[src/rtl/fifo_wr_arbiter.sv]
// Round-robin arbiter sharing one FIFO write port among NREQ valid/ready requesters.
// A grant lasts until the requester's last beat, MAX_BURST beats, or a valid drop.
module fifo_wr_arbiter #(
    parameter int WIDTH = 8,
    parameter int NREQ = 4,
    parameter int MAX_BURST = 4,
    localparam int IDW = $clog2(NREQ)
) (
    input  logic                  clk,
    input  logic                  reset_n,
    input  logic [NREQ-1:0]       req_valid,
    input  logic [NREQ-1:0]       req_last,
    input  logic [NREQ*WIDTH-1:0] req_data,
    output logic [NREQ-1:0]       req_ready,
    input  logic                  fifo_full,
    output logic                  fifo_wr_en,
    output logic [WIDTH-1:0]      fifo_din,
    output logic [IDW-1:0]        grant_id,
    output logic                  busy
);

    typedef enum logic {
        IDLE  = 1'b0,
        BURST = 1'b1
    } state_t;

    localparam logic [7:0] LAST_CNT = 8'(MAX_BURST - 1);

    state_t           state;
    logic [IDW-1:0]   rr_ptr;
    logic [7:0]       beat_cnt;

    logic             g_valid;
    logic             g_last;
    logic [WIDTH-1:0] g_data;
    logic             in_burst;
    logic             beat_ok;
    logic             burst_end;
    logic [IDW-1:0]   pick;
    logic [IDW-1:0]   next_ptr;

    // First valid requester at or after ptr, wrapping modulo NREQ.
    function automatic logic [IDW-1:0] rr_pick(input logic [NREQ-1:0] v,
                                               input logic [IDW-1:0]  ptr);
        logic [IDW-1:0] sel;
        logic           found;
        int             idx;
        sel   = ptr;
        found = 1'b0;
        for (int k = 0; k < NREQ; k++) begin
            idx = (int'(ptr) + k) % NREQ;
            if (!found && v[idx]) begin
                sel   = IDW'(idx);
                found = 1'b1;
            end
        end
        return sel;
    endfunction

    always_comb begin
        g_valid = 1'b0;
        g_last  = 1'b0;
        g_data  = '0;
        for (int i = 0; i < NREQ; i++) begin
            if (grant_id == IDW'(i)) begin
                g_valid = req_valid[i];
                g_last  = req_last[i];
                g_data  = req_data[i*WIDTH +: WIDTH];
            end
        end
    end

    assign in_burst   = (state == BURST);
    assign fifo_wr_en = in_burst && g_valid && !fifo_full;
    assign fifo_din   = g_data;
    assign beat_ok    = fifo_wr_en;
    assign burst_end  = (beat_ok && (g_last || (beat_cnt == LAST_CNT))) || !g_valid;
    assign pick       = rr_pick(req_valid, rr_ptr);
    assign next_ptr   = (grant_id == IDW'(NREQ - 1)) ? '0 : grant_id + IDW'(1);

    always_comb begin
        req_ready = '0;
        for (int i = 0; i < NREQ; i++) begin
            req_ready[i] = in_burst && !fifo_full && (grant_id == IDW'(i));
        end
    end

    // A full-FIFO stall with valid held neither writes nor terminates.
    always_ff @(posedge clk or negedge reset_n) begin
        if (!reset_n) begin
            state    <= IDLE;
            grant_id <= '0;
            rr_ptr   <= '0;
            beat_cnt <= '0;
            busy     <= 1'b0;
        end else begin
            case (state)
                IDLE: begin
                    if (|req_valid) begin
                        grant_id <= pick;
                        beat_cnt <= '0;
                        state    <= BURST;
                        busy     <= 1'b1;
                    end
                end
                BURST: begin
                    if (burst_end) begin
                        state  <= IDLE;
                        busy   <= 1'b0;
                        rr_ptr <= next_ptr;
                    end else if (beat_ok) begin
                        beat_cnt <= beat_cnt + 8'd1;
                    end
                end
                default: begin
                    state <= IDLE;
                    busy  <= 1'b0;
                end
            endcase
        end
    end

endmodule

[config.mk]
export PLATFORM = sky130hd
export DESIGN_NAME = fifo_wr_arbiter
export DESIGN_NICKNAME = d
export VERILOG_FILES = /design/src/rtl/fifo_wr_arbiter.sv
export SDC_FILE = /design/constraint.sdc
export NUM_CORES = 1
export LEC_CHECK = 0
export ABC_AREA = 1
export CORE_MARGIN = 5
export CORE_UTILIZATION = 35
export CTS_CLUSTER_DIAMETER = 100
export DETAILED_ROUTE_END_ITERATION = 10
export DONT_BUFFER_PORTS = 1
export GPL_TIMING_DRIVEN = 0
export PLACE_DENSITY = 0.56
export SYNTH_ARGS = -nofsm -noshare
export SYNTH_HDL_FRONTEND = slang
export SYNTH_SLANG_ARGS = --single-unit
export TNS_END_PERCENT = 50
[constraint.sdc]
create_clock -name clk -period 2.4 [get_ports clk]
set_clock_uncertainty 0.05 [all_clocks]
set_input_delay 0.36 -clock clk [delete_from_list [all_inputs] [get_ports clk]]
set_output_delay 0.36 -clock clk [all_outputs]
set_load 0.1 [all_outputs]
==> flow_summary.ini <==
[run_status]
status = complete, but fails checks
violations = setup timing

[setup_path]
critPathBufInv = 2
arrival_ns = 2.43
r2r-start = grant_id[1]
crit_path_end_kind = output port
path_cells = inv_4 -> ha_2 -> nor2_4 -> buf_12 -> a221oi_2 -> o31ai_4
critPathKind = flip-flop to output port
r2r_end = beat_cnt[1]
startpoint = grant_id[1]
max_stage_delay_ns = 0.90
path_max_fanout = 9
cpLargestDelayFamily = compound AO/OA/AOI/OAI gates
cp-start-kind = flip-flop
required_ns = 1.99
r2r_slack_ns = 0.14
reg2regPathDepth = 12
critPathSlowestCell = o31ai_4

[clocking]
clock_latency_ns = 0.25
cts_buffers = 3
root_buffer = clkbuf_8
htreeDepth = 1
clkSinkCount = 14
clkTransAtPathRegs_ns = 0.06
clock_path_buffers = 2
cts_tree = done

[yosys]
synth_seq_cells = 14
syn-cell-area_um2 = 1364
yosysMostFrequentCell = nand2_1
dominantRegCellSynth = dfrtp_1
synth_common_cells = nand2_1, nor2_1, inv_1
postSynthAreaPerCell_um2 = 6.171
synth_cells = 221
synth.distinct_cells = 28
yosys.area.top_type = dfrtp_1
ys_warn_count = 0
synthesis.nets = 269
synthArstFlopShare = 1.000
synth.yosys.seq_area_share = 0.2569
synth_edf_count = 0
ys_top_cells_by_area = dfrtp_1, nand2_1, nor2_1, nand3_1, a221oi_1
synth_top_area_frac = 0.2569

[sta]
min_period_ns = 2.839
worstMarginPinSlew_ns = 1.087
fin_ws_ns = -0.4388
hold_viol = 0
post-route-period-util = 1.183
setup_viol = 10
finalMaxSlewViolations = 0
rsz0062_at_grt = true
relSlewSlack = 0.2745
max_freq_ghz = 0.3523

[layout]
drive_gt1_frac = 0.2565
n_antenna_cell = 0
fin_nets = 279
syn_to_final_growth_pct = 32.48
fill_cells = 367

[min_path]
min-delay-start = req_valid[3]
worstHoldPathType = input pin to flip-flop
hold_path_end = grant_id[1]
min_path_cells = 3

[route]
vias = 1452
routed.top_layer = met4
drt_wl_total_um = 3925
wl_met1_um = 1685
drt_iter0_markers = 55
routed_via_density = 5.223
wl_met3_um = 353
drtAntennaViolNets = 0
firstDrtPassIters = 4
route.met2.wl_um = 1843
avgRoutedWirePerCell_um = 14.12
drc = 0

[placement]
dp_hpwl_um = 3016
gp_congestion = 0.7348
port_buffers = 0
dp_worst_setup_slack_ns = -0.3525

[grt]
grt_use_total = 0.1551
overflow = 0
grt_max_degree = 15
grt_pass1_wl_um = 6486
grt_pass1_vias = 1346
antenna_found_initial = 0

[floorplan]
die_w_um = 72.42
fp.dieArea_um2 = 5245
ioPinCount = 59
rows = 22
start_util = 0.3670
die_h_um = 72.42
coreArea_um2 = 3716

[flow_run]
max_cap_viol_count = 0
==> per-layer routing <==
layer  GRT usage  vias up
met5           0        -
met4     0.04713        0
met3     0.03324        5
met2      0.2639       56
met1      0.1955      655
li1            -      736
==> worst reg2reg max path: stages (launching register included) <==
cell      delay (ns)
dfrtp_4         0.65
inv_4           0.12
ha_2            0.21
buf_6           0.17
inv_2           0.08
nand2_2         0.07
o211ai_2        0.07
nand2_2         0.08
nand3_2         0.11
nand2_1         0.14
nand4_2         0.22
nand2_1         0.13
nand2_1         0.06
==> layout make-up <==
cell class                 count  area [um^2]  area share
buffer                         6        82.58     0.04571
inverter                      22        91.34     0.05055
sequential                    14        357.8      0.1981
clock buffer                   4        55.05     0.03047
tap                           48        60.06     0.03324
multi-input combinational    179         1104      0.6108
timing repair buffer           5        56.30     0.03116
==> logic make-up after synthesis <==
logic type               after synthesis  synth area share
AND/OR/NAND/NOR                      146            0.4532
XOR/XNOR                               4           0.02569
buffers and inverters                 28           0.08807
flip-flops                            14            0.2569
adder cells (fa/ha/maj)                5           0.04587
AO/OA/AOI/OAI                         24            0.1303
==> registers in the layout (all words and copies together), names as in the netlist <==
register  flops
beat_cnt      8
rr_ptr        2
busy          1
in_burst      1
grant_id      2
==> through the flow <==
step           TNS, ns  hold slack, ns  cell area [um^2]  instances  utilization
2_1_floorplan   -1.538         0.01441              1563        221            -
3_3_place_gp    -3.095         0.01473              1623        269       0.4367
3_5_place_dp    -2.747         0.01485              1628        269       0.4380
4_1_cts         -3.790          0.3654              1787        277       0.4808
5_1_grt         -4.629          0.4078              1807        278       0.4862
6_report        -3.640          0.3612              1807        278       0.4862
==> what timing repair did <==
action,in CTS,in global routing
hold buffers,1,0
buffers inserted,2,1
setup endpoints to repair,13,15
pin swaps,9,4
cloned,1,0
hold endpoints to repair,14,0
resized for setup,15,2
==> worst max path at each step <==
stage	end	slack [ns]	depth (start not counted)
2_1_floorplan	req_ready[0]	-0.19	4
6_report	fifo_din[1]	-0.44	6
4_1_cts	fifo_din[4]	-0.45	6
5_1_grt	fifo_din[1]	-0.52	7
3_5_place_dp	fifo_din[4]	-0.35	6
3_3_place_gp	fifo_din[4]	-0.33	6
==> cells in the final DEF (no fill, tap or decap), drive strengths merged, types with 2 or more instances in the layout <==
cell type,count
buf,9
clkbuf,5
a221oi,8
a21oi,2
inv,21
dfrtp,14
o31ai,8
nor2,32
nand2,92
ha,5
nand3,16
o21ai,5
xor2,4
nor3,2
Power is not shown: default switching activity piles up to over one toggle a cycle in this logic, so the estimate is an artifact.
